===== config.mk =====
export PLATFORM = sky130hd
export DESIGN_NAME = add_accum_unit
export DESIGN_NICKNAME = d
export VERILOG_FILES = /design/src/rtl/add_accum_pkg.sv /design/src/rtl/add_ext_stage.sv /design/src/rtl/add_accum_unit.sv
export SDC_FILE = /design/constraint.sdc
export NUM_CORES = 1
export LEC_CHECK = 0
export CORE_MARGIN = 4
export CORE_UTILIZATION = 35
export CTS_CLUSTER_DIAMETER = 80
export DETAILED_ROUTE_END_ITERATION = 10
export GPL_TIMING_DRIVEN = 0
export SLEW_MARGIN = 20
export SYNTH_ARGS = -nofsm -noshare
export SYNTH_HDL_FRONTEND = slang
export SYNTH_HIERARCHICAL = 1
export SYNTH_SLANG_ARGS = --single-unit

===== constraint.sdc =====
create_clock -name clk -period 9.1 [get_ports clk]
set_clock_uncertainty 0.05 [all_clocks]
set_input_delay 1.365 -clock clk [delete_from_list [all_inputs] [get_ports clk]]
set_output_delay 1.365 -clock clk [all_outputs]
set_load 0.005 [all_outputs]

===== src/rtl/add_accum_pkg.sv =====
// Shared types and constants for the add/accumulate unit.
// Optional saturation build: define ADD_ACCUM_SAT_EN.
`timescale 1ns/1ps

package add_accum_pkg;

    typedef enum logic [1:0] {
        IDLE  = 2'd0,
        ACCUM = 2'd1,
        OUT   = 2'd2
    } state_t;

    localparam logic MODE_PAIR = 1'b0;
    localparam logic MODE_ACC  = 1'b1;

    // One extra bit over WIDTH+CNT_W absorbs the carry of each a+b pair.
    function automatic int res_width(input int width, input int cnt_w);
        return width + cnt_w + 1;
    endfunction

endpackage


===== src/rtl/add_ext_stage.sv =====
// Zero-extends both operands and the running total, then adds them.
// Purely combinational; RES_W is wide enough that no carry is lost.
`timescale 1ns/1ps

module add_ext_stage #(
    parameter int WIDTH = 8,
    parameter int RES_W = 13
) (
    input  logic [WIDTH-1:0] a,
    input  logic [WIDTH-1:0] b,
    input  logic [RES_W-1:0] acc,
    output logic [RES_W-1:0] res
);

    assign res = acc + RES_W'(a) + RES_W'(b);

endmodule


===== src/rtl/add_accum_unit.sv =====
// Sequential adder: pairwise a+b or burst accumulate over len beats.
// Define ADD_ACCUM_SAT_EN to add the sat port and clamp sum to WIDTH bits.
`timescale 1ns/1ps

module add_accum_unit
    import add_accum_pkg::*;
#(
    parameter  int WIDTH = 8,
    parameter  int CNT_W = 4,
    localparam int RES_W = res_width(WIDTH, CNT_W)
) (
    input  logic             clk,
    input  logic             rst_n,
    input  logic             in_valid,
    output logic             in_ready,
    input  logic [WIDTH-1:0] a,
    input  logic [WIDTH-1:0] b,
    input  logic             mode,
    input  logic [CNT_W-1:0] len,
    output logic             out_valid,
    input  logic             out_ready,
`ifdef ADD_ACCUM_SAT_EN
    output logic             sat,
`endif
    output logic [RES_W-1:0] sum
);

    state_t           state;
    logic [RES_W-1:0] acc;
    logic [CNT_W-1:0] count;
    logic [CNT_W-1:0] len_q;

    logic             accept;
    logic [CNT_W-1:0] eff_len;
    logic [CNT_W-1:0] cnt_nxt;
    logic [RES_W-1:0] acc_in;
    logic [RES_W-1:0] add_res;
    logic [RES_W-1:0] res_out;
    logic             sat_nxt;

    assign accept  = in_valid && in_ready;
    assign eff_len = (len == '0) ? CNT_W'(1) : len;
    assign cnt_nxt = count + 1'b1;
    assign acc_in  = (state == IDLE) ? '0 : acc;

    add_ext_stage #(
        .WIDTH (WIDTH),
        .RES_W (RES_W)
    ) u_add (
        .a   (a),
        .b   (b),
        .acc (acc_in),
        .res (add_res)
    );

`ifdef ADD_ACCUM_SAT_EN
    localparam logic [RES_W-1:0] SAT_MAX = {{(RES_W-WIDTH){1'b0}}, {WIDTH{1'b1}}};

    // Clamp the final total to the largest WIDTH-bit value.
    always_comb begin
        res_out = add_res;
        sat_nxt = 1'b0;
        if (add_res > SAT_MAX) begin
            res_out = SAT_MAX;
            sat_nxt = 1'b1;
        end
    end
`else
    assign res_out = add_res;
    assign sat_nxt = 1'b0;
`endif

    // Control FSM with registered handshake outputs and result.
    always_ff @(posedge clk or negedge rst_n) begin
        if (!rst_n) begin
            state     <= IDLE;
            acc       <= '0;
            count     <= '0;
            len_q     <= '0;
            sum       <= '0;
            out_valid <= 1'b0;
            in_ready  <= 1'b0;
`ifdef ADD_ACCUM_SAT_EN
            sat       <= 1'b0;
`endif
        end else begin
            unique case (state)
                IDLE: begin
                    in_ready <= 1'b1;
                    if (accept) begin
                        len_q <= eff_len;
                        acc   <= add_res;
                        if (mode == MODE_PAIR || eff_len == CNT_W'(1)) begin
                            state     <= OUT;
                            sum       <= res_out;
                            out_valid <= 1'b1;
                            in_ready  <= 1'b0;
`ifdef ADD_ACCUM_SAT_EN
                            sat       <= sat_nxt;
`endif
                        end else begin
                            state <= ACCUM;
                            count <= CNT_W'(1);
                        end
                    end
                end
                ACCUM: begin
                    if (accept) begin
                        acc   <= add_res;
                        count <= cnt_nxt;
                        if (cnt_nxt == len_q) begin
                            state     <= OUT;
                            sum       <= res_out;
                            out_valid <= 1'b1;
                            in_ready  <= 1'b0;
`ifdef ADD_ACCUM_SAT_EN
                            sat       <= sat_nxt;
`endif
                        end
                    end
                end
                OUT: begin
                    if (out_ready) begin
                        state     <= IDLE;
                        out_valid <= 1'b0;
                        in_ready  <= 1'b1;
                        count     <= '0;
                    end
                end
                default: begin
                    state     <= IDLE;
                    out_valid <= 1'b0;
                    in_ready  <= 1'b1;
                end
            endcase
        end
    end

`ifndef ADD_ACCUM_SAT_EN
    logic unused_sat;
    assign unused_sat = sat_nxt;
`endif

endmodule


==> results.py, run 1 <==
metrics = {
    "critical_path": {
        "path_class": "in2reg",
        "worst_setup_path_end_kind": "flip-flop",
        "cp.arrival_ps": 4170,
        "cp-start-kind": "primary input",
        "crit_required_ps": 9230,
        "r2r.worst_path.cells": 12,
        "path_max_fanout": 4,
    },
    "timing": {
        "grt_setup_unrepaired": "no",
        "finalCritPeriodShare_pct": 44.4,
        "setup_viol": 0,
        "max_slew.worst_pin.slew_ps": 570,
        "drv_slew": 0,
        "final-hold-violation-count": 0,
        "finalCriticalPeriod_ps": 4040,
        "fin_ws_ps": 5060,
        "slew_headroom_pct": 61.8,
        "timing.fmax_mhz": 248,
        "setup_tns_ps": 0,
    },
    "floorplan": {
        "io_pins": 40,
        "die-area_sq_um": 8610,
        "rows": 30,
        "coreArea_sq_um": 6910,
        "start_util_pct": 36.4,
        "fp.dieW_um": 92.8,
        "die-height_um": 92.8,
    },
    "clock_network": {
        "path_clk_slew_ps": 80,
        "htreeDepth": 2,
        "hold_buffers": 0,
        "post_cts_resized": 0,
        "cts_buffer_depth": 2,
        "numCtsBuffers": 5,
        "cts.sinks": 38,
        "post_cts_buffers": 0,
        "clk_latency_ps": 290,
        "cts_root_buf": "clkbuf_8",
        "cts_tree": "done",
    },
    "grt": {
        "grt_usage_pct": 13.5,
        "grt_remaining_overflow": 0,
        "grt_pass1_wl_um": 9220,
        "grt_max_degree": 27,
        "grt_pass1_vias": 1853,
        "antenna_found_initial": 0,
    },
    "power": {
        "leakage_nw": 1.48,
        "power_density_nw_per_um2": 110,
        "ir_drop_mv": 0.0602,
    },
    "synth": {
        "synth.area.top_cells": "dfrtp_1 (38%), mux2_2 (8.5%), fa_1 (7.2%)",
        "yosysWarnings": 6,
        "post_synth_num_cell_types": 48,
        "netlist_top_cells_count": "dfrtp_1 (38), mux2_2 (19), nand2_1 (16), nor2b_1 (16), ha_1 (13)",
        "yosys.area.top_type": "dfrtp_1",
        "syn-cell-area_sq_um": 2520,
        "yosys_register_bits": 38,
        "synth_top_family_by_area": "multiplexers",
        "synth-simple-area-share_pct": 14.6,
        "syn_avg_cell_area_sq_um": 11.1,
        "muxShareOfSynthArea_pct": 14.9,
        "synth_adder_area_share_pct": 13.6,
        "yosys.area_share.xor_xnor_pct": 4.38,
        "syn_nets": 273,
        "syn-instance-count": 226,
        "synth-compound-area-share_pct": 11.7,
        "synth.most_common_cell": "dfrtp_1",
        "synth_top_area_share_pct": 37.8,
        "ys_seq_area_share_pct": 37.8,
        "synth-async-reset-ratio_pct": 100,
        "synth_flop_cell": "dfrtp_1",
        "synth-edff-count": 0,
    },
    "routing": {
        "drt-pass1-iter-count": 4,
        "vias": 1801,
        "via_per_inst": 4.87,
        "finalWirelength_um": 5210,
        "detail-route-antenna-nets": 0,
        "wl_per_cell_um": 14.1,
        "drt_iter0_markers": 68,
        "drcViolationCount": 0,
    },
    "placed_design": {
        "hpwlAfterDp_um": 3940,
        "dp_slack_ps": 4800,
        "gp_congestion": 0.781,
        "portBuffers": 39,
    },
    "run": {
        "maxCapViolCount": 0,
    },
    "final_layout": {
        "area.growth.synth_to_final_pct": 24.5,
        "antenna_cells": 0,
        "drive_gt1_share_pct": 18.2,
        "fillers": 667,
        "final_nets": 320,
    },
    "hold_path": {
        "min_path_type": "reg2reg",
        "hold_depth": 1,
    },
    "run_status": {
        "status": "complete, no violations",
    },
}
## routing by layer
layer | vias up | track usage (%) | share of wire (%)
met5 | - | 0 | 0
met4 | 0 | 3.66 | 0.90
met3 | 4 | 3.17 | 4.1
met2 | 36 | 20.1 | 42
met1 | 861 | 19.6 | 53
li1 | 900 | - | -
## final cells by class
type	count	area (sq um)	area share, %
Buffer	7	37.5	1.20
Inverter	10	37.5	1.20
Sequential cell	38	951	30.4
Clock inverter	1	5.00	0.160
Multi-Input combinational cell	171	1490	47.6
Tap cell	96	120	3.83
Timing Repair Buffer	40	405	12.9
Clock buffer	7	86.3	2.76
## sequential cells by signal, summed over array words and instances, names as in the netlist
name / flops
len_q: 4
acc: 13
sum: 13
count: 4
in_ready: 1
out_valid: 1
state: 2
## cells by family after synthesis
| family | after synthesis |
|---|---|
| compound gates | 40 |
| xor+xnor | 11 |
| fa+ha+maj | 22 |
| buf+inv | 17 |
| flops | 38 |
| mux | 30 |
| simple gates | 68 |
## report_power, final
| part | switching (W) | internal [W] | total (W) |
|---|---|---|---|
| clock network | 0.0000594 | 0.0000612 | 0.000121 |
| registers | 0 | 0.000169 | 0.000169 |
| logic | 0.0000300 | 0.0000264 | 0.0000564 |
## cell usage in the layout, fill, tap and decap left out, types with 2 or more instances in the layout
master           synthesis  final
nand2_1                 16     16
clkbuf_1                 3      4
xor2_1                   3      3
dfrtp_1                 38     38
clkdlybuf4s50_1          0     38
xnor2_1                  7      7
clkbuf_8                 0      6
fa_1                     9      9
a211o_1                  2      2
o21ai_1                  2      2
ha_1                    13     13
buf_2                    3      4
nor2b_1                 16     16
o21bai_1                 2      2
o21ai_0                  7      7
a21oi_1                  6      6
a31oi_1                  2      2
nor3_1                   4      4
a211oi_1                 4      4
nand3_1                 10     10
mux2_2                  19     19
nor3b_1                  2      2
inv_1                   10     10
mux2_4                  10     10
nor2_1                  10     10
and3_1                   4      4
## path summary, 6_finish.rpt
check | from | to | slack [ps]
max | a[1] | sum[11] | 5060
min | acc[5] | acc[5] | 450
max reg2reg | state[0] | sum[12] | 5230
min reg2reg | acc[5] | acc[5] | 450
max in group asynchronous | rst_n | sum[5] | 7630
min in group asynchronous | rst_n | len_q[1] | 920
## worst max-delay path, stage by stage
cell and delay [ps]:
clkdlybuf4s50_1 440, fa_1 480, ha_1 280, fa_1 460, a211oi_1 320, o21ai_1 200
a31oi_1 230, xnor2_1 120, mux2_4 270
## metrics by stage
stage               area (sq um)  std cells  util (%)  power [W]  hold slack, ps
finish                      3130        370      45.4   0.000346             448
global route                3130        370      45.4   0.000367             467
CTS                         3130        370      45.4   0.000353             452
detailed placement          3040        362      44.0   0.000229             435
global placement            3030        361      43.8   0.000228             429
floorplan                   2520        226         -   0.000204             419
Power figures use the tool's default switching activity.
==> run 2, diff against run 1 <==
clock period = 3.6 ns   (was 9.1 ns; I/O delays follow)
==> results.py, run 2 (same netlist as run 1, synthesis figures left out) <==
metrics = {
    "placed_design": {
        "hpwlAfterDp_um": 3940,
        "place_inst": 362,
        "placement.cell_area_sq_um": 3040,
        "portBuffers": 39,
        "gp_congestion": 0.781,
    },
    "power": {
        "power_density_nw_per_um2": 278,
        "pwr-share-seq_pct": 48.8,
        "pwr-share-comb_pct": 16.3,
        "total_power_w": 0.000875,
        "ir_drop_mv": 0.152,
        "p_sw_share_pct": 25.9,
        "clkPwrFrac_pct": 35.0,
        "power_switching_w": 0.000227,
        "intPower_w": 0.000648,
        "leakage_nw": 1.48,
    },
    "timing": {
        "finalCriticalPeriod_ps": 3320,
        "slew_headroom_pct": 61.8,
        "final-hold-violation-count": 0,
        "drv_slew": 0,
        "setup_tns_ps": 0,
        "max_slew.worst_pin.slew_ps": 571,
        "setup_viol": 0,
        "timing.hold.ws_ps": 91.7,
        "finalCritPeriodShare_pct": 92.3,
        "timing.fmax_mhz": 301,
        "grt_setup_unrepaired": "no",
    },
    "critical_path": {
        "reg2reg_from": "state[0]",
        "r2r.worst_path.cells": 11,
        "crit_slowest_cell": "fa_1",
        "cpPeakStageDelay_ps": 450,
        "regToRegSetupSlack_ps": 280,
        "cp-start-kind": "flip-flop",
        "cp.arrival_ps": 3450,
        "crit_required_ps": 3730,
        "path_max_fanout": 11,
        "critical_path.cell_chain": "inv_1 -> ha_4 -> buf_2 -> nor2b_1 -> fa_1 -> ha_1 -> a21oi_1 -> o21ai_1 -> and3_1 -> a311o_1 -> mux2_4",
        "worst_setup_path_end_kind": "flip-flop",
        "path_class": "reg2reg",
        "worstReg2RegEnd": "sum[12]",
    },
    "routing": {
        "finalWirelength_um": 5240,
        "drcViolationCount": 0,
        "via_per_inst": 4.86,
        "vias": 1792,
        "drt-pass1-iter-count": 4,
        "wl_per_cell_um": 14.2,
        "detail-route-antenna-nets": 0,
        "drt_iter0_markers": 62,
    },
    "clock_network": {
        "post_cts_buffers": 0,
        "numCtsBuffers": 5,
        "post_cts_resized": 1,
        "path_clk_slew_ps": 80,
        "cts.sinks": 38,
        "cts_buffer_depth": 2,
        "htreeDepth": 2,
        "cts_root_buf": "clkbuf_8",
        "clk_latency_ps": 290,
        "cts_tree": "done",
        "hold_buffers": 0,
    },
    "floorplan": {
        "die-area_sq_um": 8610,
        "io_pins": 40,
        "die-height_um": 92.8,
        "start_util_pct": 36.4,
        "rows": 30,
        "fp.dieW_um": 92.8,
        "coreArea_sq_um": 6910,
    },
    "grt": {
        "gr-usage-met3_pct": 3.17,
        "grt_max_degree": 27,
        "top_usage_layer": "met2",
        "grt_remaining_overflow": 0,
        "met1_usage_pct": 19.6,
        "use_met2_pct": 20.1,
        "grt_pass1_wl_um": 9200,
        "antenna_found_initial": 0,
        "grt_pass1_vias": 1851,
        "grt_usage_pct": 13.5,
    },
    "final_layout": {
        "antenna_cells": 0,
        "area.growth.synth_to_final_pct": 24.9,
        "fin_cells": 369,
        "layout_common_cells": "dfrtp_1 (38), clkdlybuf4s50_1 (38), mux2_2 (19)",
        "final_nets": 319,
        "reg_top3": "acc (13), sum (13)",
        "fillers": 665,
        "drive_gt1_share_pct": 19.0,
        "fin_area_sq_um": 3140,
    },
    "run": {
        "maxCapViolCount": 0,
    },
    "hold_path": {
        "min_path_type": "in2async",
    },
    "run_status": {
        "status": "complete, no violations",
    },
}
run 2: changes by cell type in the layout (fill, tap and decap cells not counted):
cell	previous run	this run
ha_4	0	1
ha_1	13	12
clkbuf_1	4	2
buf_2	4	5
run 2: through the flow:
stage	setup WS [ps]	utilization (%)
6_report	278	45.5
3_5_place_dp	-251	44.0
3_3_place_gp	-250	43.8
2_1_floorplan	357	-
4_1_cts	61.7	45.3
5_1_grt	51.8	45.5
run 2: critical path, delay by kind of cell (launching register included):
| kind | cells | cell delay, ps |
|---|---|---|
| multiplexers | 1 | 270 |
| buffers and inverters | 2 | 430 |
| flip-flops | 1 | 400 |
| AO/OA/AOI/OAI | 3 | 730 |
| adder cells (fa/ha/maj) | 3 | 1030 |
| AND/OR/NAND/NOR | 2 | 300 |
run 2: routing by layer:
metal,share of wire (%),routed length (um)
met1,53,2750
met2,42,2220
met3,4.0,209
met4,1.1,59
met5,0,0
run 2: how the worst max path moves through the flow:
stage                   from  endpoint  slack, ps  cells past startpoint
floorplan           state[0]   sum[12]        360                     12
global placement    state[0]   sum[12]       -250                     12
detailed placement  state[0]   sum[12]       -250                     12
CTS                 state[0]   sum[12]         60                     11
global route        state[0]   acc[11]         50                     11
finish              state[0]   sum[12]        280                     11
run 2: layout make-up:
type / instances / area, sq um / area share [%]
Multi-Input combinational cell: 171 / 1500 / 47.8
Sequential cell: 38 / 951 / 30.3
Buffer: 6 / 35.0 / 1.11
Timing Repair Buffer: 40 / 405 / 12.9
Clock inverter: 1 / 5.00 / 0.159
Inverter: 10 / 37.5 / 1.19
Tap cell: 96 / 120 / 3.82
Clock buffer: 7 / 86.3 / 2.75
run 2: power groups by stage:
stage / Clock [W] / Combinational [W] / Sequential, W
final: 0.000306 / 0.000142 / 0.000426
after CTS: 0.000321 / 0.000145 / 0.000426
after global routing: 0.000339 / 0.000162 / 0.000426
after detailed placement: 0 / 0.000144 / 0.000435
after global placement: 0 / 0.000141 / 0.000435
after floorplan: 0 / 0.0000814 / 0.000435
